==> src/rtl/regex_nfa_engine.sv <==
// Chain NFA matcher for one PCRE-style payload rule: one state per class line, optional
// self-loops, sticky match with first-match offset, anchor mode and a depth window.
module regex_nfa_engine #(
    parameter int unsigned                     NUM_CLASSES = 32,
    parameter int unsigned                     NUM_STATES  = 8,
    parameter int unsigned                     SEL_W       = 5,
    parameter logic [NUM_STATES*SEL_W-1:0]     CLASS_SEL   = '0,
    parameter logic [NUM_STATES-1:0]           LOOP_MASK   = '0,
    parameter bit                              ANCHORED    = 1'b1,
    parameter int unsigned                     DEPTH       = 0,
    parameter int unsigned                     OFFSET_W    = 16
) (
    input  logic                   clk,
    input  logic                   sod,
    input  logic                   en,
    input  logic [NUM_CLASSES-1:0] in_class,
    output logic                   match,
    output logic                   match_pulse,
    output logic [OFFSET_W-1:0]    match_offset,
    output logic                   active,
    output logic [OFFSET_W-1:0]    byte_cnt
);

    logic [NUM_STATES-1:0] st;
    logic [NUM_STATES-1:0] st_d;
    logic [NUM_STATES-1:0] cls;
    logic [NUM_STATES-1:0] pred;
    logic                  start;
    logic                  depth_ok;
    logic                  insp;
    logic                  hit;
    logic                  cnt_sat;

    // NOTE: every variable assigned in always_comb gets a default first so no latch is inferred.
    always_comb begin
        cls = '0;
        for (int i = 0; i < int'(NUM_STATES); i++) begin
            cls[i] = in_class[CLASS_SEL[i*SEL_W +: SEL_W]];
        end
    end

    always_comb begin
        depth_ok = 1'b1;
        if (DEPTH != 0) begin
            depth_ok = (32'(byte_cnt) < DEPTH);
        end
    end

    assign start   = ANCHORED ? (byte_cnt == '0) : 1'b1;
    assign insp    = en & ~sod & depth_ok;
    assign cnt_sat = &byte_cnt;

    // State i is fed by state i-1; state 0 is fed by the start token.
    generate
        if (NUM_STATES == 1) begin : g_pred_single
            assign pred = start;
        end else begin : g_pred_chain
            assign pred = {st[NUM_STATES-2:0], start};
        end
    endgenerate

    assign st_d   = cls & (pred | (LOOP_MASK & st));
    assign hit    = insp & st_d[NUM_STATES-1];
    assign active = |st;

    // NOTE: sequential state uses non-blocking assignments so all registers see pre-edge values.
    always_ff @(posedge clk) begin
        if (sod) begin
            st           <= '0;
            match        <= 1'b0;
            match_pulse  <= 1'b0;
            match_offset <= '0;
            byte_cnt     <= '0;
        end else begin
            match_pulse <= 1'b0;
            if (en) begin
                // Bytes outside the depth window kill every partial chain.
                st <= insp ? st_d : '0;
                if (!cnt_sat) begin
                    byte_cnt <= byte_cnt + OFFSET_W'(1);
                end
                if (hit && !match) begin
                    match        <= 1'b1;
                    match_pulse  <= 1'b1;
                    match_offset <= byte_cnt;
                end
            end
        end
    end

endmodule

==> config.mk <==
export PLATFORM = sky130hd
export DESIGN_NAME = regex_nfa_engine
export DESIGN_NICKNAME = d
export VERILOG_FILES = /design/src/rtl/regex_nfa_engine.sv
export SDC_FILE = /design/constraint.sdc
export NUM_CORES = 1
export LEC_CHECK = 0
export ABC_AREA = 1
export BUFFER_PORTS_ARGS = -buffer_cell sky130_fd_sc_hd__buf_2
export CAP_MARGIN = 30
export CORE_ASPECT_RATIO = 1.25
export CORE_MARGIN = 3
export CORE_UTILIZATION = 50
export CTS_BUF_LIST = sky130_fd_sc_hd__clkbuf_2 sky130_fd_sc_hd__clkbuf_4 sky130_fd_sc_hd__clkbuf_8
export CTS_CLUSTER_DIAMETER = 150
export DETAILED_ROUTE_END_ITERATION = 10
export GPL_ROUTABILITY_DRIVEN = 0
export PLACE_DENSITY = 0.8
export SLEW_MARGIN = 40
export SYNTH_ARGS = -nofsm -noshare
export SYNTH_HDL_FRONTEND = slang
export SYNTH_SLANG_ARGS = --single-unit
==> constraint.sdc <==
create_clock -name clk -period 1.8 [get_ports clk]
set_input_delay 0 -clock clk [delete_from_list [all_inputs] [get_ports clk]]
set_output_delay 0 -clock clk [all_outputs]
set_load 0.1 [all_outputs]
==> run_results.csv, run 1 <==
group,metric,value,unit
power,p_leak,0.997,nW
synth,ys_top_cells_by_area,"dfxtp_1, nand2_1, a21oi_1",
synth,synthArstFlopShare,0,
synth,syn_area,1940,um^2
timing,period_share,0.892,
worst_setup_path,reg2reg_slack,0.19,ns
timing,slew_violations,0,
clock_tree,hold_buffers,0,
hold_path,hold_class,"in2reg",
synth,syn_area_per_cell,7.04,um^2
timing,period_needed,1.61,ns
global_route,antenna_found_initial,0,
synth,synth_fp_nets,312,
worst_setup_path,critPathRequiredTime,2.03,ns
timing,hold_viol,0,
placement,dp.cells,345,
job,cap_violations,0,
synth,yosys_most_used_dff,"dfxtp_1",
placement,dp_worst_setup_slack,0.248,ns
synth,yosysMostFrequentCell,"nand2_1",
worst_setup_path,crit_path_end_kind,"flip-flop",
floorplanning,io_pins,70,
routing,drtIter0Drc,72,
floorplanning,std_cell_rows,24,
synth,synth_edf_count,0,
routing,vias_per_cell,5.24,
routing,routedWlPerCell,12.3,um
floorplanning,die_h,75.6,um
timing,finalWorstSetupSlack,0.194,ns
placement,portBuffers,38,
clock_tree,cts-root-buf,"clkbuf_8",
clock_tree,cts.sinks,42,
synth,yosysTopAreaCell,"dfxtp_1",
clock_tree,cts_resized,0,
synth,ys_warn_count,0,
routing,wirelength,4.33,mm
synth,ys_ff_latch,42,
global_route,grt_overflow,0,
power,power_density,860,nW/um^2
final_layout,final_area,2290,um^2
timing,fin_hold_ws,0.0536,ns
clock_tree,cts.htree.levels,2,
placement,dp_hpwl,3.00,mm
synth,synth_common_cells,"nand2_1, dfxtp_1, nor2_1",
timing,maxSlewHeadroom,0.675,
worst_setup_path,arrival,1.83,ns
timing,rsz0062_at_grt,"false",
timing,fin_skew,0.00502,ns
final_layout,final_cells,353,
synth,yosysTopAreaCellShare,0.434,
floorplanning,placeableCoreArea,3600,um^2
status,outcome,"complete, no violations",
worst_setup_path,critPathLaunchType,"flip-flop",
clock_tree,cts.clk_slew.worst_paths,0.08,ns
timing,setup_tns,0,ns
worst_setup_path,path_class,"reg2reg",
floorplanning,die-area,4660,um^2
clock_tree,cts_setup_buffers,0,
clock_tree,cts.path.max_buffers,2,
timing,tightest_slew,0.490,ns
global_route,grt_max_degree,25,
timing,finalSetupViolCount,0,
routing,firstDrtPassIters,4,
final_layout,area_delta_synth_final,18.1,%
global_route,first_global_vias,1645,
routing,drc_errors,0,
final_layout,layout-drive-gt1-share,0.264,
timing,max_freq,0.623,GHz
global_route,grt_usage,0.202,
placement,placed_area,2140,um^2
synth,synth_cell_type_count,28,
final_layout,layout.nets,350,
power,peakVddDrop,509,uV
routing,via_count,1851,
routing,drtAntennaViolNets,0,
global_route,grt_pass1_wl,7.18,mm
floorplanning,die_w,61.7,um
clock_tree,clock_latency,0.29,ns
floorplanning,initial_core_util,0.538,
final_layout,n_antenna_cell,0,
clock_tree,cts_tree,"built",
clock_tree,cts_buffers,5,
synth,synth_cells,275,
worst_setup_path,crit_path_max_fanout,24,
synth,yosysSeqAreaShare,0.434,
-- metal layers --
| metal | track usage | vias to the layer above | share of wire |
|---|---|---|---|
| li1 | - | 949 | - |
| met1 | 0.253 | 854 | 0.44 |
| met2 | 0.341 | 42 | 0.51 |
| met3 | 0.0492 | 6 | 0.045 |
| met4 | 0.0613 | 0 | 0.012 |
| met5 | 0 | - | 0 |
-- flip-flops by register name, summed over array words and instances, names as in the netlist --
signal        count
byte_cnt         16
match_offset     16
st                8
match             1
match_pulse       1
-- where the power goes --
part / internal [mW] / leakage [nW] / switching (mW) / total (mW)
Clock: 0.592 / 0.0714 / 0.328 / 0.919
Sequential: 0.934 / 0.347 / 0.00804 / 0.942
Combinational: 0.0233 / 0.579 / 0.0818 / 0.105
Total: 1.55 / 0.997 / 0.417 / 1.97
-- final timing paths --
kind                                      from                           end  cells past startpoint
setup / recovery      byte_cnt[0]$_SDFFE_PP0P_     byte_cnt[14]$_SDFFE_PP0P_                      7
hold / removal                             sod     byte_cnt[12]$_SDFFE_PP0P_                      4
setup reg to reg      byte_cnt[0]$_SDFFE_PP0P_     byte_cnt[14]$_SDFFE_PP0P_                      7
hold reg to reg   match_offset[4]$_SDFFE_PP0P_  match_offset[4]$_SDFFE_PP0P_                      2
-- kinds of logic after synthesis --
family | after synthesis | share of synthesized area
AOI/OAI and AO/OA | 36 | 0.0950
adders and majority gates | 2 | 0.0129
and+or+nand+nor | 164 | 0.380
buffers and inverters | 31 | 0.0775
DFF | 42 | 0.434
-- area by class of cell --
class | count | area (um^2)
clock buffer | 6 | 82.6
inverter | 23 | 91.3
multi-input combinational | 202 | 946
timing repair buffer | 39 | 198
sequential | 42 | 861
tap | 39 | 48.8
fill | 332 | 1320
clock inverter | 2 | 60.1
-- cells in the final DEF (no fill, tap or decap) --
master     instances
nand3b_1           2
inv_2              2
clkinv_1           1
inv_1             17
nor4_1             2
bufinv_16          2
nand2_1           88
nand4_4            1
ha_1               2
nor2_2             2
nand2_2            3
nor3_1             2
nand2_4            1
clkbuf_8           6
clkinv_2           2
or2_2              2
nor2_4             4
dfxtp_1           26
buf_4              1
buf_2             38
a21oi_1           35
inv_4              1
nand3_2            1
nand4_1            3
nand3_1           16
a21oi_2            1
nor2_1            37
dfxtp_2           16
-- stage by stage --
step           utilization  power (mW)
2_1_floorplan            -        1.05
4_1_cts              0.635        1.98
3_5_place_dp         0.595        1.07
5_1_grt              0.635        2.03
3_3_place_gp         0.595        1.07
6_report             0.635        1.97
-- worst max-delay path: stages, from the launching register on --
cell     delay (ns)
dfxtp_2        0.39
ha_1           0.19
inv_1          0.05
nor2_2         0.20
nand4_4        0.34
nand3_1        0.20
nand2_1        0.06
nor2_1         0.10
No activity file was read; power rests on OpenSTA's default activity.
==> run 2, diff against run 1 <==
--- a/config.mk
+++ b/config.mk
@@ -5,7 +5,6 @@
 export SDC_FILE = /design/constraint.sdc
 export NUM_CORES = 1
 export LEC_CHECK = 0
-export ABC_AREA = 1
 export BUFFER_PORTS_ARGS = -buffer_cell sky130_fd_sc_hd__buf_2
 export CAP_MARGIN = 30
 export CORE_ASPECT_RATIO = 1.25
@@ -15,7 +14,7 @@
 export CTS_CLUSTER_DIAMETER = 150
 export DETAILED_ROUTE_END_ITERATION = 10
 export GPL_ROUTABILITY_DRIVEN = 0
-export PLACE_DENSITY = 0.8
+export PLACE_DENSITY = 0.81
 export SLEW_MARGIN = 40
 export SYNTH_ARGS = -nofsm -noshare
 export SYNTH_HDL_FRONTEND = slang
==> run 2 against run 1 <==
  * Critical path type unchanged
  * Synthesized area fell by 4.4%
  * Core utilization decreased by 0.69 points
  * Clock skew up 0.00089 ns
  * Global-route usage rose by 0.39 points
  * Routed wire length shrank 2.0%
  * Sequential share of layout area is 2.9 points higher
  * Register-to-register slack got worse by 0.03 ns
  * Design area down 3.6%
  * Largest cell class unchanged
  * Non-clock buffer count rose by 2
  * Largest power group unchanged
  * Die area shrank 4.0%
==> run_results.csv, run 2 <==
group,metric,value,unit
job,cap_violations,0,
timing,slew_violations,0,
final_layout,area_delta_synth_final,19.1,%
power,peakVddDrop,630,uV
routing,routedWlPerCell,14.6,um
floorplanning,die_h,74.0,um
floorplanning,placeableCoreArea,3510,um^2
worst_setup_path,critPathRequiredTime,1.99,ns
synth,ys_warn_count,0,
routing,via_count,1692,
floorplanning,io_pins,70,
power,p_leak,0.859,nW
routing,vias_per_cell,5.81,
timing,fin_skew,0.00591,ns
floorplanning,std_cell_rows,24,
worst_setup_path,crit_path_max_fanout,5,
synth,ys_ff_latch,42,
clock_tree,cts.clk_slew.worst_paths,0.08,ns
synth,syn_area_per_cell,8.57,um^2
worst_setup_path,critPathMaxStageDelay,0.39,ns
timing,finalSetupViolCount,0,
synth,synth_common_cells,"dfxtp_1, nand2_1, a21oi_1",
clock_tree,cts.htree.levels,2,
routing,drtAntennaViolNets,0,
power,power_switching_share,0.257,
timing,fin_hold_ws,0.0456,ns
timing,setup_tns,0,ns
timing,period_share,0.910,
floorplanning,initial_core_util,0.527,
worst_setup_path,cp_slowest_cell,"dfxtp_4",
clock_tree,cts-root-buf,"clkbuf_8",
timing,maxSlewHeadroom,0.659,
clock_tree,cts.path.max_buffers,2,
floorplanning,die_w,60.4,um
worst_setup_path,crit_path_end_kind,"flip-flop",
global_route,grt_max_degree,44,
clock_tree,cts.sinks,42,
clock_tree,cts_buffers,5,
synth,yosysSeqAreaShare,0.454,
timing,period_needed,1.64,ns
final_layout,n_antenna_cell,0,
power,pwr-share-clk,0.368,
synth,synthArstFlopShare,0,
global_route,grt_use_met2,0.346,
clock_tree,hold_buffers,0,
final_layout,layout_commonest_cell,"nand2_1",
global_route,grt_pass1_wl,6.82,mm
power,internal_power,1.24,mW
synth,yosysTopAreaCellShare,0.454,
power,power_frac_seq,0.558,
timing,tightest_slew,0.507,ns
worst_setup_path,crit_chain,"ha_4 > and4_4 > nand2_1 > nor3b_1 > mux2_2",
clock_tree,clock_latency,0.30,ns
status,outcome,"complete, no violations",
clock_tree,cts_resized,0,
routing,wirelength,4.25,mm
synth,synth_fp_nets,253,
power,power.switching,429,uW
global_route,first_global_vias,1418,
hold_path,hold_class,"in2reg",
global_route,top_usage_layer,"met2",
synth,ys_top_cells_by_area,"dfxtp_1, a21oi_1, nand2_1",
routing,firstDrtPassIters,4,
worst_setup_path,path_class,"reg2reg",
final_layout,reg_top3,"byte_cnt x16, match_offset x16, st x8",
placement,portBuffers,38,
power,power_density,756,nW/um^2
final_layout,mostFrequentLayoutCells,"nand2_1, buf_2, a21oi_1, dfxtp_1, nor2_1",
global_route,grt_usage,0.206,
synth,synth_cells,216,
power,share_comb_of_total_power,0.074,
timing,rsz0062_at_grt,"false",
placement,dp_hpwl,2.87,mm
global_route,antenna_found_initial,0,
worst_setup_path,arrival,1.83,ns
synth,yosys_most_used_dff,"dfxtp_1",
power,p_total,1.67,mW
floorplanning,die-area,4470,um^2
synth,yosysMostFrequentCell,"dfxtp_1",
global_route,grt_overflow,0,
timing,max_freq,0.610,GHz
worst_setup_path,cpLargestDelayFamily,"simple AND/OR/NAND/NOR gates",
synth,synth_cell_type_count,40,
synth,yosysTopAreaCell,"dfxtp_1",
global_route,grt_use_met3,0.0694,
clock_tree,cts_setup_buffers,0,
global_route,met1_usage,0.248,
timing,hold_viol,0,
worst_setup_path,worst-path-buf-inv,0,
final_layout,layout.nets,288,
worst_setup_path,critPathLaunchType,"flip-flop",
final_layout,layout-drive-gt1-share,0.313,
routing,drc_errors,0,
synth,synth_edf_count,0,
synth,syn_area,1850,um^2
routing,drtIter0Drc,87,
clock_tree,cts_tree,"built",
[run 2: cell types whose count changed after synthesis, sizes merged, moves of 5 or more]
cell	delta
clkbuf	+5
nor4	+6
nand2b	+8
nor2	-29
nand3	-5
a21oi	-5
inv	-17
nand2	-53
[run 2: logic make-up after synthesis]
| group | after synthesis | share of synthesized area |
|---|---|---|
| DFF | 42 | 0.454 |
| buffers and inverters | 17 | 0.0426 |
| and+or+nand+nor | 106 | 0.308 |
| AOI/OAI and AO/OA | 43 | 0.149 |
| muxes | 4 | 0.0230 |
| xor gates and xnor gates | 2 | 0.00946 |
| adders and majority gates | 2 | 0.0135 |
[run 2: final timing paths]
check / from / to / slack (ns) / cells past startpoint
worst max-delay path: byte_cnt[0]$_SDFFE_PP0P_ / byte_cnt[12]$_SDFFE_PP0P_ / 0.16 / 5
worst min-delay path: in_class[0] / st[1]$_SDFFE_PP0P_ / 0.05 / 3
worst max register to register: byte_cnt[0]$_SDFFE_PP0P_ / byte_cnt[12]$_SDFFE_PP0P_ / 0.16 / 5
worst min register to register: match_offset[11]$_SDFFE_PP0P_ / match_offset[11]$_SDFFE_PP0P_ / 0.45 / 2
[run 2: cell type report]
| cell class | instances | area, um^2 |
|---|---|---|
| multi-input combinational | 157 | 945 |
| clock inverter | 2 | 13.8 |
| fill | 319 | 1310 |
| sequential | 42 | 895 |
| tap | 39 | 48.8 |
| timing repair buffer | 41 | 213 |
| inverter | 4 | 15.0 |
| clock buffer | 6 | 76.3 |
[run 2: stage by stage]
step	setup slack [ns]	std cells	util	area [um^2]
after floorplan	0.000864	216	-	1930
after global placement	0.210	283	0.602	2120
after detailed placement	0.197	283	0.602	2120
after CTS	0.169	291	0.628	2210
after global routing	0.0857	291	0.628	2210
final	0.161	291	0.628	2210
[run 2: routing by layer]
metal	vias to the layer above	share of wire	wire length, um
met5	-	0	0
met4	0	0.015	64
met3	7	0.061	259
met2	57	0.50	2130
met1	799	0.42	1790
li1	829	-	-
[run 2: worst register-to-register path: stages (launching register included)]
cell     delay, ns
dfxtp_4       0.39
ha_4          0.17
and4_4        0.27
nand2_1       0.09
nor3b_1       0.24
mux2_2        0.37
[run 2: power groups by stage]
| stage | combinational (mW) | sequential (mW) | clock, mW |
|---|---|---|---|
| after floorplan | 0.0667 | 0.985 | 0 |
| after CTS | 0.122 | 0.932 | 0.629 |
| after detailed placement | 0.122 | 0.954 | 0 |
| after global routing | 0.131 | 0.933 | 0.672 |
| final | 0.123 | 0.931 | 0.614 |
| after global placement | 0.121 | 0.954 | 0 |
